**config.mk**
```make
export PLATFORM = sky130hd
export DESIGN_NAME = timer_irq_source
export DESIGN_NICKNAME = d
export VERILOG_FILES = /design/src/rtl/timer_irq_source.sv
export SDC_FILE = /design/constraint.sdc
export NUM_CORES = 1
export LEC_CHECK = 0
export ABC_AREA = 1
export BUFFER_PORTS_ARGS = -buffer_cell sky130_fd_sc_hd__buf_2
export CORE_MARGIN = 3
export CORE_UTILIZATION = 45
export CTS_CLUSTER_SIZE = 25
export DETAILED_ROUTE_END_ITERATION = 8
export MAX_ROUTING_LAYER = met4
export PLACE_DENSITY_LB_ADDON = 0.15
export SLEW_MARGIN = 20
export SYNTH_ARGS = -nofsm -noshare
export SYNTH_HDL_FRONTEND = slang
export SYNTH_SLANG_ARGS = --single-unit
```
**constraint.sdc**
```tcl
create_clock -name clock -period 1.53 [get_ports clock]
set_input_delay 0.2295 -clock clock [delete_from_list [all_inputs] [get_ports clock]]
set_output_delay 0.2295 -clock clock [all_outputs]
set_load 0.01 [all_outputs]
```
**src/rtl/timer_irq_source.sv**
```systemverilog
// Memory-mapped interval timer: free-running cycle counter, compare register and a level
// interrupt held until acked. Optional period auto-reload when TIMER_AUTORELOAD_EN is defined.
module timer_irq_source #(
  parameter logic [31:0] CYCLE_ADDR  = 32'hFFFF001C,
  parameter logic [31:0] ACK_ADDR    = 32'hFFFF006C,
  parameter logic [31:0] PERIOD_ADDR = 32'hFFFF0070
) (
  input  logic        clock,
  input  logic        reset,
  input  logic [31:0] address,
  input  logic [31:0] wr_data,
  input  logic        MemRead,
  input  logic        MemWrite,
  output logic [31:0] rd_data,
  output logic        TimerAddress,
  output logic        TimerInterrupt
);

  logic [31:0] cycle_q, cycle_d;
  logic [31:0] compare_q, compare_d;
  logic        pending_q, pending_d;
  logic        overrun_q, overrun_d;
  logic        hit_cycle, hit_ack, hit_period;
  logic        match, wr_compare, wr_ack;

  assign hit_cycle  = (address == CYCLE_ADDR);
  assign hit_ack    = (address == ACK_ADDR);
  assign wr_compare = MemWrite && hit_cycle;
  assign wr_ack     = MemWrite && hit_ack;
  assign match      = (cycle_q == compare_q);

`ifdef TIMER_AUTORELOAD_EN
  logic [31:0] period_q, period_d;
  logic        wr_period;

  assign hit_period = (address == PERIOD_ADDR);
  assign wr_period  = MemWrite && hit_period;

  always_comb begin
    period_d = period_q;
    if (wr_period) period_d = wr_data;
  end

  always_ff @(posedge clock) begin
    if (reset) period_q <= 32'd0;
    else       period_q <= period_d;
  end
`else
  // Period address is left undecoded in this build.
  logic unused_period_addr;
  assign unused_period_addr = ^PERIOD_ADDR;
  assign hit_period = 1'b0;
`endif

  assign TimerAddress   = hit_cycle || hit_ack || hit_period;
  assign TimerInterrupt = pending_q;

  always_comb begin
    rd_data = 32'd0;
    if (MemRead) begin
      if (hit_cycle)    rd_data = cycle_q;
      else if (hit_ack) rd_data = {30'd0, overrun_q, pending_q};
`ifdef TIMER_AUTORELOAD_EN
      else if (hit_period) rd_data = period_q;
`endif
    end
  end

  always_comb begin
    cycle_d   = cycle_q + 32'd1;
    compare_d = compare_q;
    pending_d = pending_q;
    overrun_d = overrun_q;

    // A software compare store beats the automatic reload.
    if (wr_compare) compare_d = wr_data;
`ifdef TIMER_AUTORELOAD_EN
    else if (match && (period_q != 32'd0)) compare_d = compare_q + period_q;
`endif

    // Ack clears both flags; a coincident match re-sets pending but leaves overrun clear.
    if (wr_ack) begin
      pending_d = 1'b0;
      overrun_d = 1'b0;
    end else if (match && pending_q) begin
      overrun_d = 1'b1;
    end
    if (match) pending_d = 1'b1;
  end

  always_ff @(posedge clock) begin
    if (reset) begin
      cycle_q   <= 32'd0;
      compare_q <= 32'hFFFFFFFF;
      pending_q <= 1'b0;
      overrun_q <= 1'b0;
    end else begin
      cycle_q   <= cycle_d;
      compare_q <= compare_d;
      pending_q <= pending_d;
      overrun_q <= overrun_d;
    end
  end

endmodule

```
# == Word-level counts from Yosys, hierarchy flattened ==
# Index checks and enable logic that the tools add are counted.
# word_totals
input_bits,68
elab_cells,19
out_inout_bits,34
regBits,66
# op_classes
addsub,1
mux,5
reduce_logical,6
eq_ne,3
# op_table
cell,count
32-bit equality test (second input constant),2
32-bit two-way mux,2
32-bit by 1-bit adder with 32-bit output (second input constant),1
32-bit equality test,1
1-bit logical AND,3
1-bit two-way mux,2
2-bit two-way mux,1
2-bit nonzero test,1
2-bit OR reduction,1
1-bit logical OR,1

# == Longest topological paths before layout ==
# logic_depth
word_depth,4
depth_mapped,10
mapped_depth_nobuf,9

# == Worst setup path after synthesis ==
# OpenSTA, ideal clock, no wires.
# synth_path
path_type,input -> output
startpoint,input address[11]
endpoint,output rd_data[23]
stages,5
arrival_time_ns,1.353
required_ns,1.300
setup_slack_ns,-0.052
cell_sequence,nor2_1 > nand4_1 > nand3b_2 > buf_6 > nor3_1
# synth_via
elab_chain_cells,3
# synth_lines
item,line_no,text
start: declaration,10,"input logic [31:0] address,"
32-bit equality test,26,assign hit_cycle = (address == CYCLE_ADDR);
32-bit two-way mux,61,if (hit_cycle) rd_data = cycle_q;
32-bit two-way mux,60,if (MemRead) begin
end: declaration,14,"output logic [31:0] rd_data,"
# No other way between the ends.

# == Worst setup path in the final report ==
# layout_path
startpoint,input address[27]
endpoint,output rd_data[11]
# The elaborated chain is that of the path after synthesis.

==> flow_summary.yaml <==
yosys:
  ys_warn_count: 0
  synth_top_area_share_pct: 35.0
  synth.avg_cell_area_sq_um: 6.53
  synth_top_area_cell: "dfxtp_1"
  syn_nets: 647
  ys_async_sr_fraction_pct: 0
  synth_area_sq_um: 3780
  ys_seq_elements: 66
  synth-seq-area-share_pct: 35.0
  synth_flop_cell: "dfxtp_1"
  synth-edff-count: 0
  synth_area_leaders: "dfxtp_1 (35%), nand2_1 (16%), nand3_1 (11%)"
  synth_cell_types: 31
  synthCells: 578
pwr:
  power_frac_comb_pct: 7.7
  p_sw_mw: 0.860
  swShare_pct: 24.9
  intPower_mw: 2.60
  seq_power_share_pct: 50.0
  pwr_density_cell_nw_per_um2: 658
  irDropWorstVdd_mv: 0.429
  leakage_nw: 2.36
  clkPwrFrac_pct: 42.4
setup_path:
  crit_path_end_kind: "output port"
  r2r_slack_ns: 0.08
  start_kind: "primary input"
  path_class: "in -> out"
  required_ns: 1.30
  cp_max_fo: 18
  critPathArrivalTime_ns: 1.38
drt:
  vias: 4233
  avgViaCountPerCell: 5.15
  drt_first_pass_iters: 5
  finalWirelength_um: 11900
  first_iter_violations: 153
  drt-wirelength-per-cell_um: 14.5
  drc: 0
  drtAntennaViolNets: 0
finish:
  fillerInstances: 716
  diodes: 0
  fin_area_sq_um: 5260
  layout_common_cells: "nand2_1 (149), buf_2 (87), nand3_1 (83), inv_1 (54), dfxtp_1 (53)"
  layout_commonest_cell: "nand2_1"
  drive_above_1_share_pct: 34.9
  final_nets: 784
  area_growth_pct: 39.3
outcome:
  outcome: "finished, violations left"
  violations: "setup timing"
grt:
  grt_pass1_vias: 4076
  grt_pass1_wl_um: 19100
  overflow: 0
  grtUsageTotal_pct: 25.4
  grt_max_degree: 50
  antenna_found_initial: 0
sta:
  final.min_clock_period_ns: 1.60
  worst_slack_ns: -0.0750
  setup_viol: 32
  skew_ns: 0.00708
  max_slew_margin_pct: 75.7
  rsz0062_at_grt: "yes"
  post-route-period-util_pct: 105
  fmax_ghz: 0.623
  hold_viol_final: 0
  worst_slew_pin_slew_ns: 0.364
  setup_tns_ns: -1.30
  maxSlewViolCount: 0
clock_tree:
  cts-root-buf: "clkbuf_8"
  holdBufCountCts: 0
  h-tree-depth: 3
  numCtsBuffers: 9
  cts_max_path_buffers: 2
  cts_tree: "yes"
  clk_pin_slew_worst_paths_ns: 0.08
  cts_num_sinks: 66
  clock_latency_ns: 0.36
floorplan:
  fp.dieH_um: 97.6
  start_util_pct: 47.6
  rows: 32
  fp.dieArea_sq_um: 9530
  core_area_sq_um: 7930
  die_w_um: 97.6
  ios: 102
placed_design:
  gp_congestion: 0.888
  place_hpwl_um: 8700
  portBuffers: 101
  placed_cell_area_sq_um: 4640
  place_ws_ns: -0.116
run:
  cap_violations: 0
min_path:
  hp-class: "in -> reg"
[stage by stage]
stage          hold WS [ns]  util (%)  cells  power [mW]
6_report              0.103      66.3    822        3.46
3_3_place_gp          0.441      58.5    803        1.98
4_1_cts               0.100      63.2    819        3.45
2_1_floorplan         0.384         -    578        1.85
5_1_grt               0.113      66.3    822        3.56
3_5_place_dp          0.446      58.5    803        1.99
[layout make-up]
cell class,count,area (sq um),share of cell area (%)
well taps,102,128,2.43
clock buffers,11,131,2.50
multi-input cells,430,2380,45.2
flip-flops and latches,66,1340,25.4
clock inverters,5,55.1,1.05
repair buffers,149,1010,19.1
inverters,59,224,4.26
[layer usage]
layer  GRT usage [%]  part of all wire, %  wire length (um)  vias to the layer above
met2            42.0                   48              5670                      119
met3            3.88                  5.1               610                       23
li1                -                    -                 -                     2143
met1            31.9                   45              5350                     1948
met5               -                    0                 0                        -
met4            8.41                  2.0               242                        0
[power by group through the flow]
stage	combinational, mW	sequential [mW]	clock, mW
3_3_place_gp	0.210	1.77	0
5_1_grt	0.291	1.73	1.54
4_1_cts	0.246	1.73	1.47
3_5_place_dp	0.218	1.77	0
6_report	0.266	1.73	1.47
2_1_floorplan	0.0837	1.77	0
[state kept, by name, summed over array words and instances, names as in the netlist]
name            cells
compare_q          32
cycle_q            32
TimerInterrupt      1
overrun_q           1
[worst max-delay path, cell delays in order]
cell and delay [ns]:
buf_6 0.06, nand4_1 0.15, nor3_4 0.26, nand3b_4 0.18, buf_12 0.20, nor3_2 0.12, buf_2 0.16
[cell families after synthesis]
| group | Yosys count | synth area share [%] |
|---|---|---|
| DFF | 66 | 35.0 |
| AOI/OAI and AO/OA | 44 | 5.90 |
| buffers and inverters | 82 | 10.0 |
| xor gates and xnor gates | 23 | 5.33 |
| and+or+nand+nor | 362 | 43.4 |
| adders and majority gates | 1 | 0.331 |
[repair_timing]
action	CTS	global route
buffers inserted	0	3
endpoints found under the setup margin	35	48
pin swaps	2	4
hold endpoints to repair	0	0
gates resized for setup	39	62
[worst paths after layout]
| check | startpoint | to | cells past startpoint |
|---|---|---|---|
| setup / recovery | address[27] | rd_data[11] | 7 |
| hold reg to reg | overrun_q | overrun_q | 2 |
| hold / removal | wr_data[6] | compare_q[6] | 3 |
| setup reg to reg | cycle_q[0] | cycle_q[16] | 8 |
[cell usage after synthesis, types with 3 or more instances]
library cell	number
nand2_1	157
nand3_1	86
dfxtp_1	66
inv_1	56
nor2_1	53
nor3_1	41
a21oi_1	27
xnor2_1	21
o21ai_0	15
clkbuf_1	11
nand4_1	10
buf_6	9
inv_2	3
Power figures use the tool's default switching activity.
